[config.mk]
export PLATFORM = sky130hd
export DESIGN_NAME = axil_portb_master
export DESIGN_NICKNAME = d
export VERILOG_FILES = /design/src/rtl/portb_bridge_pkg.sv /design/src/rtl/axil_portb_master.sv
export SDC_FILE = /design/constraint.sdc
export NUM_CORES = 1
export LEC_CHECK = 0
export ABC_CLOCK_PERIOD_IN_PS = 1900
export CAP_MARGIN = 20
export CORE_UTILIZATION = 44
export DETAILED_ROUTE_END_ITERATION = 16
export PLACE_DENSITY = 0.82
export SETUP_SLACK_MARGIN = 0.3
export SLEW_MARGIN = 20
export SYNTH_ARGS = -nofsm -noshare
export SYNTH_HDL_FRONTEND = slang
export SYNTH_SLANG_ARGS = --single-unit
[constraint.sdc]
create_clock -name clk -period 1.9 [get_ports clk]
set_input_delay 0.285 -clock clk [delete_from_list [all_inputs] [get_ports clk]]
set_output_delay 0.285 -clock clk [all_outputs]
set_load 0.01 [all_outputs]
[src/rtl/portb_bridge_pkg.sv]
// Shared definitions for the AXI4-Lite to Port B bridge and the core's Port B decode.
package portb_bridge_pkg;

  typedef enum logic [2:0] {
    IDLE,
    WR_ISSUE,
    WR_RESP,
    RD_WAIT,
    RD_RESP
  } state_e;

  localparam logic [1:0]  RESP_OKAY   = 2'b00;
  localparam logic [1:0]  RESP_SLVERR = 2'b10;

  // Port B sends addresses below this to instruction memory, the rest to data memory.
  localparam logic [31:0] DMEM_BASE   = 32'h2000;

endpackage

[src/rtl/axil_portb_master.sv]
// AXI4-Lite slave that issues single Port B reads/writes into the core's memories.
// Optional out-of-range address rejection is compiled in with PORTB_ADDR_CHECK_EN.
module axil_portb_master
  import portb_bridge_pkg::*;
#(
  parameter int          ADDR_W    = 16,
  parameter int          RD_LAT    = 1,
  parameter logic [31:0] MEM_LIMIT = 32'h4000
) (
  input  logic              clk,
  input  logic              rst,
  input  logic [ADDR_W-1:0] s_axi_awaddr,
  input  logic              s_axi_awvalid,
  output logic              s_axi_awready,
  input  logic [31:0]       s_axi_wdata,
  input  logic [3:0]        s_axi_wstrb,
  input  logic              s_axi_wvalid,
  output logic              s_axi_wready,
  output logic [1:0]        s_axi_bresp,
  output logic              s_axi_bvalid,
  input  logic              s_axi_bready,
  input  logic [ADDR_W-1:0] s_axi_araddr,
  input  logic              s_axi_arvalid,
  output logic              s_axi_arready,
  output logic [31:0]       s_axi_rdata,
  output logic [1:0]        s_axi_rresp,
  output logic              s_axi_rvalid,
  input  logic              s_axi_rready,
  output logic [31:0]       addr_b,
  output logic [31:0]       din_b,
  output logic              we_b,
  input  logic [31:0]       dout_b
);

  localparam int              CNT_W    = $clog2(RD_LAT + 2);
  localparam logic [CNT_W-1:0] CNT_LAST = CNT_W'(RD_LAT);

  function automatic logic [31:0] map_addr(input logic [ADDR_W-3:0] word);
    return 32'({word, 2'b00});
  endfunction

  state_e            state_q, state_d;
  logic              aw_got_q, aw_got_d, w_got_q, w_got_d;
  logic [ADDR_W-3:0] awaddr_q, awaddr_d;
  logic [31:0]       wdata_q, wdata_d;
  logic [CNT_W-1:0]  cnt_q, cnt_d;
  logic              rd_err_q, rd_err_d;
  logic [31:0]       addr_b_q, addr_b_d, din_b_q, din_b_d, rdata_q, rdata_d;
  logic              we_b_q, we_b_d;
  logic [1:0]        bresp_q, bresp_d, rresp_q, rresp_d;
  logic              bvalid_q, bvalid_d, rvalid_q, rvalid_d;
  logic              awready_q, awready_d, wready_q, wready_d, arready_q, arready_d;

  logic              aw_hs, w_hs, ar_hs, wr_err, rd_err;
  logic [31:0]       wr_addr, rd_addr;

  // Inputs with no function in this bridge; wstrb is ignored, low address bits dropped.
  logic              unused_inputs;
  assign unused_inputs = ^{s_axi_wstrb, s_axi_awaddr[1:0], s_axi_araddr[1:0], MEM_LIMIT};

  always_comb begin
    state_d   = state_q;
    aw_got_d  = aw_got_q;
    w_got_d   = w_got_q;
    awaddr_d  = awaddr_q;
    wdata_d   = wdata_q;
    cnt_d     = cnt_q;
    rd_err_d  = rd_err_q;
    addr_b_d  = addr_b_q;
    din_b_d   = din_b_q;
    rdata_d   = rdata_q;
    we_b_d    = 1'b0;
    bresp_d   = bresp_q;
    rresp_d   = rresp_q;
    bvalid_d  = bvalid_q;
    rvalid_d  = rvalid_q;
    awready_d = 1'b0;
    wready_d  = 1'b0;
    arready_d = 1'b0;

    aw_hs   = awready_q & s_axi_awvalid;
    w_hs    = wready_q & s_axi_wvalid;
    ar_hs   = arready_q & s_axi_arvalid;
    wr_addr = map_addr(aw_hs ? s_axi_awaddr[ADDR_W-1:2] : awaddr_q);
    rd_addr = map_addr(s_axi_araddr[ADDR_W-1:2]);
`ifdef PORTB_ADDR_CHECK_EN
    wr_err  = (wr_addr >= MEM_LIMIT);
    rd_err  = (rd_addr >= MEM_LIMIT);
`else
    wr_err  = 1'b0;
    rd_err  = 1'b0;
`endif

    case (state_q)
      IDLE: begin
        if (aw_hs) begin
          aw_got_d = 1'b1;
          awaddr_d = s_axi_awaddr[ADDR_W-1:2];
        end
        if (w_hs) begin
          w_got_d = 1'b1;
          wdata_d = s_axi_wdata;
        end
        if (aw_got_d && w_got_d) begin
          state_d  = WR_ISSUE;
          aw_got_d = 1'b0;
          w_got_d  = 1'b0;
          addr_b_d = wr_addr;
          din_b_d  = wdata_d;
          we_b_d   = ~wr_err;
          bresp_d  = wr_err ? RESP_SLVERR : RESP_OKAY;
        end else if (ar_hs) begin
          state_d  = RD_WAIT;
          addr_b_d = rd_addr;
          cnt_d    = '0;
          rd_err_d = rd_err;
        end else if (!aw_got_d && !w_got_d && !s_axi_awvalid && !s_axi_wvalid &&
                     s_axi_arvalid) begin
          // Readies are registered: a read is offered only after a cycle with no write pending.
          arready_d = 1'b1;
        end else begin
          awready_d = ~aw_got_d;
          wready_d  = ~w_got_d;
        end
      end
      WR_ISSUE: begin
        state_d  = WR_RESP;
        bvalid_d = 1'b1;
      end
      WR_RESP: begin
        if (s_axi_bready) begin
          state_d   = IDLE;
          bvalid_d  = 1'b0;
          awready_d = 1'b1;
          wready_d  = 1'b1;
        end
      end
      RD_WAIT: begin
        if (cnt_q == CNT_LAST) begin
          state_d  = RD_RESP;
          rvalid_d = 1'b1;
          rdata_d  = rd_err_q ? 32'h0 : dout_b;
          rresp_d  = rd_err_q ? RESP_SLVERR : RESP_OKAY;
        end else begin
          cnt_d = cnt_q + CNT_W'(1);
        end
      end
      RD_RESP: begin
        if (s_axi_rready) begin
          state_d   = IDLE;
          rvalid_d  = 1'b0;
          awready_d = 1'b1;
          wready_d  = 1'b1;
        end
      end
      default: state_d = IDLE;
    endcase
  end

  always_ff @(posedge clk) begin
    if (!rst) begin
      state_q   <= IDLE;
      aw_got_q  <= 1'b0;
      w_got_q   <= 1'b0;
      awaddr_q  <= '0;
      wdata_q   <= '0;
      cnt_q     <= '0;
      rd_err_q  <= 1'b0;
      addr_b_q  <= '0;
      din_b_q   <= '0;
      rdata_q   <= '0;
      we_b_q    <= 1'b0;
      bresp_q   <= RESP_OKAY;
      rresp_q   <= RESP_OKAY;
      bvalid_q  <= 1'b0;
      rvalid_q  <= 1'b0;
      awready_q <= 1'b0;
      wready_q  <= 1'b0;
      arready_q <= 1'b0;
    end else begin
      state_q   <= state_d;
      aw_got_q  <= aw_got_d;
      w_got_q   <= w_got_d;
      awaddr_q  <= awaddr_d;
      wdata_q   <= wdata_d;
      cnt_q     <= cnt_d;
      rd_err_q  <= rd_err_d;
      addr_b_q  <= addr_b_d;
      din_b_q   <= din_b_d;
      rdata_q   <= rdata_d;
      we_b_q    <= we_b_d;
      bresp_q   <= bresp_d;
      rresp_q   <= rresp_d;
      bvalid_q  <= bvalid_d;
      rvalid_q  <= rvalid_d;
      awready_q <= awready_d;
      wready_q  <= wready_d;
      arready_q <= arready_d;
    end
  end

  assign s_axi_awready = awready_q;
  assign s_axi_wready  = wready_q;
  assign s_axi_arready = arready_q;
  assign s_axi_bvalid  = bvalid_q;
  assign s_axi_bresp   = bresp_q;
  assign s_axi_rvalid  = rvalid_q;
  assign s_axi_rresp   = rresp_q;
  assign s_axi_rdata   = rdata_q;
  assign addr_b        = addr_b_q;
  assign din_b         = din_b_q;
  assign we_b          = we_b_q;

endmodule

==> impl_metrics.toml <==
[finish]
diodes = 0
drive_gt1_share_pct = 12.6
finish.instance_area_um2 = 8720
area.growth.synth_to_final_pct = 54.4
numnets_final = 989

[routing]
route.vias.total = 5516
met3_wirelength_um = 1050
avgRoutedWirePerCell_um = 15.5
drt_first_pass_iters = 5
m1WireLength_um = 6830
maxUsedRoutingLayer = "met4"
initialDrtViolationCount = 467
detail_route.drc_violations = 0
drt-total-wl_um = 16500
drt.antenna.violating_nets = 0
via_per_inst = 5.17
dr_wl_met2_um = 8240

[timing]
setup_repair_after_global_routing_missed_its_margin = "true"
final-setup-viol-count = 0
clock_skew_ps = 5.41
hold_viol = 0
period_share_pct = 85.0
achievable-frequency_mhz = 619
final_max_slew_viol_count = 0
period_minus_slack_ps = 1620
fin_worst_hold_slack_ps = 415

[die]
num_rows = 41
start_util_pct = 44.9
die-width_um = 115
io-pin-count = 213
die_area_um2 = 13300
die_y_um = 115
core_area_um2 = 12600

[worst_setup_path]
r2r.worst_path.cells = 6
worstSetupEndpointType = "output port"
slowest_stage = "sky130_fd_sc_hd__clkdlybuf4s50_1"
cp_slowest_stage_delay_ps = 550
required_ps = 1620
setup.worst_path.start_class = "flip-flop"
worstPathCellList = "clkdlybuf4s50_1"
cp_max_fo = 2
setup.reg_to_reg.worst_slack_ps = 290
r2r-end = "din_b[15]"
crit_buf_inv = 1
timing_worst_setup_path_type = "reg -> out"
cp_data_arrival_time_ps = 1330
category_of_cells_accounting_for_the_largest_share_of_critical_path_delay = "buffers and inverters"
r2r_start = "state_q[2]"

[cts]
cts-hold-fix-buffers = 0
path_clk_slew_ps = 60
tritoncts.num_buffers = 17
clock_sinks = 137
clkLatencyLatePin_ps = 420
cts_tree = "yes"
htree_levels = 4
root_buffer = "sky130_fd_sc_hd__clkbuf_16"
longest_clk_path_bufs = 2

[min_path]
hold_path.class = "in -> reg"
timing.hold.worst.start = "dout_b[26]"
hold_depth = 3
timing.hold.worst_endpoint = "s_axi_rdata[26]"

[global_route]
grt_pass1_wl_um = 24500
grt_overflow = 0
grt_start_max_net_pins = 67
grt_antenna_before_repair = 0
gr-usage-all-layers_pct = 23.6
grt_pass1_vias = 5106

[placement]
dp_hpwl_um = 9380
place.gp.congestion = 0.809
place_area_um2 = 7690
buffer_ports.inserted = 182

[logic_synthesis]
avg_synthesized_cell_area_um2 = 8.12
synth.yosys.warnings = 0
synth.distinct_cells = 39
syn-cell-area_um2 = 5650
ys_seq_area_share_pct = 48.5
synthCells = 696
ys_ff_latch = 137

[job]
cap_violations = 0

[pwr]
power_density_nw_per_um2 = 923
irDropWorstVdd_v = 0.000509
total_power_uw = 8050
p_leak_uw = 0.00400

[run_status]
run_status = "finished, final reports clean"
-- metrics by stage --
stage / setup slack (ps) / util, % / std cells / TNS (ps)
6_report: 284 / 69.4 / 1066 / 0
5_1_grt: 224 / 69.4 / 1066 / 0
4_1_cts: 254 / 66.6 / 1060 / 0
3_5_place_dp: -148 / 61.2 / 1023 / -3260
3_3_place_gp: -39.4 / 61.2 / 1023 / -889
2_1_floorplan: 303 / - / 717 / 0
-- cells in the mapped netlist --
library cell	n	area [um^2]
sky130_fd_sc_hd__a2111oi_0	1	8.76
sky130_fd_sc_hd__a211oi_1	2	15.0
sky130_fd_sc_hd__a21o_1	2	15.0
sky130_fd_sc_hd__a21oi_1	85	425
sky130_fd_sc_hd__a311oi_1	32	280
sky130_fd_sc_hd__a31oi_1	1	6.26
sky130_fd_sc_hd__and2_1	2	12.5
sky130_fd_sc_hd__and3_1	1	6.26
sky130_fd_sc_hd__buf_2	9	45.0
sky130_fd_sc_hd__buf_4	23	173
sky130_fd_sc_hd__buf_6	3	33.8
sky130_fd_sc_hd__clkbuf_1	38	143
sky130_fd_sc_hd__conb_1	1	3.75
sky130_fd_sc_hd__dfxtp_1	137	2740
sky130_fd_sc_hd__ha_1	1	12.5
sky130_fd_sc_hd__inv_1	1	3.75
sky130_fd_sc_hd__inv_2	1	3.75
sky130_fd_sc_hd__mux2_2	15	169
sky130_fd_sc_hd__mux2i_1	14	140
sky130_fd_sc_hd__nand2_1	228	856
sky130_fd_sc_hd__nand3_1	2	10.0
sky130_fd_sc_hd__nand3b_1	4	30.0
sky130_fd_sc_hd__nand4_1	2	12.5
sky130_fd_sc_hd__nor2_1	40	150
sky130_fd_sc_hd__nor2_2	1	6.26
sky130_fd_sc_hd__nor2b_1	1	6.26
sky130_fd_sc_hd__nor3_1	4	20.0
sky130_fd_sc_hd__nor3_4	1	16.3
sky130_fd_sc_hd__nor3b_1	1	7.51
sky130_fd_sc_hd__nor4_1	1	6.26
sky130_fd_sc_hd__o211a_1	1	10.0
sky130_fd_sc_hd__o211ai_1	15	113
sky130_fd_sc_hd__o21a_1	3	22.5
sky130_fd_sc_hd__o21ai_0	16	80.1
sky130_fd_sc_hd__o221a_2	2	22.5
sky130_fd_sc_hd__o31ai_1	2	15.0
sky130_fd_sc_hd__or3_1	1	6.26
sky130_fd_sc_hd__or3_4	1	11.3
sky130_fd_sc_hd__or3b_2	1	8.76
-- where the power goes --
part           internal [uW]  switching [uW]
clock                   2230            1180
sequential              3050             109
combinational            739             734
total                   6030            2030
-- cells in the final DEF (no fill, tap or decap), types with 11 or more instances in the layout --
cell type,synthesis,routed
sky130_fd_sc_hd__dlymetal6s2s_1,0,47
sky130_fd_sc_hd__nand2_1,228,228
sky130_fd_sc_hd__o211ai_1,15,15
sky130_fd_sc_hd__clkdlybuf4s50_1,0,109
sky130_fd_sc_hd__dfxtp_1,137,134
sky130_fd_sc_hd__clkbuf_16,0,21
sky130_fd_sc_hd__dlygate4sd2_1,0,26
sky130_fd_sc_hd__mux2_2,15,15
sky130_fd_sc_hd__buf_12,0,11
sky130_fd_sc_hd__conb_1,1,22
sky130_fd_sc_hd__a21oi_1,85,83
sky130_fd_sc_hd__buf_4,23,17
sky130_fd_sc_hd__a311oi_1,32,26
sky130_fd_sc_hd__nor2_1,40,26
sky130_fd_sc_hd__mux2i_1,14,14
sky130_fd_sc_hd__o21ai_0,16,16
-- cell type report --
cell class              count  area, um^2
clock buffers              25         505
clock inverters             7         113
fillers                   953        3840
inverters                   2        8.76
multi-input cells         505        2700
flip-flops and latches    137        2750
well taps                 172         215
repair buffers            218        2440
-- flip-flops by register name (all words and copies together), names as in the netlist --
register / flops
s_axi_wready: 1
wdata_q: 32
awaddr_q: 14
s_axi_arready: 1
din_b: 32
s_axi_rdata: 32
s_axi_bvalid: 1
w_got_q: 1
addr_b: 14
aw_got_q: 1
s_axi_rvalid: 1
cnt_q: 2
s_axi_awready: 1
we_b: 1
state_q: 3
-- timing repair --
| item | CTS | global route |
|---|---|---|
| endpoints found under the hold margin | 0 | 0 |
| setup endpoints to repair | 73 | 82 |
| gates cloned | 2 | 5 |
| buffers inserted | 3 | 1 |
| gates resized for setup | 32 | 75 |
| pin swaps | 0 | 20 |
-- cell families (layout without fill, tap and decap cells) --
family                     count (synthesis)  after routing  synth area share, %
DFF                                      137            137                 48.5
AOI/OAI and AO/OA                        162            162                 17.9
other                                      1             22               0.0664
muxes                                     29             29                 5.47
adders and majority gates                  1              1                0.221
buffers and inverters                     75            252                 7.11
and+or+nand+nor                          291            291                 20.6
-- worst max-delay path by stage --
stage	depth (start not counted)	slack, ps	start	endpoint
after detailed placement	6	-150	s_axi_wvalid	din_b[22]
after floorplan	6	300	state_q[0]	din_b[10]
after CTS	1	250	s_axi_wready	s_axi_wready
after global placement	6	-40	s_axi_awvalid	din_b[23]
final	1	280	din_b[18]	din_b[18]
after global routing	6	220	state_q[2]	din_b[14]
-- metal layers --
metal	up-vias	track usage [%]
met1	2552	28.6
met5	-	0
met4	0	11.5
li1	2700	-
met3	39	6.22
met2	225	38.9
No activity file was read; power rests on OpenSTA's default activity.
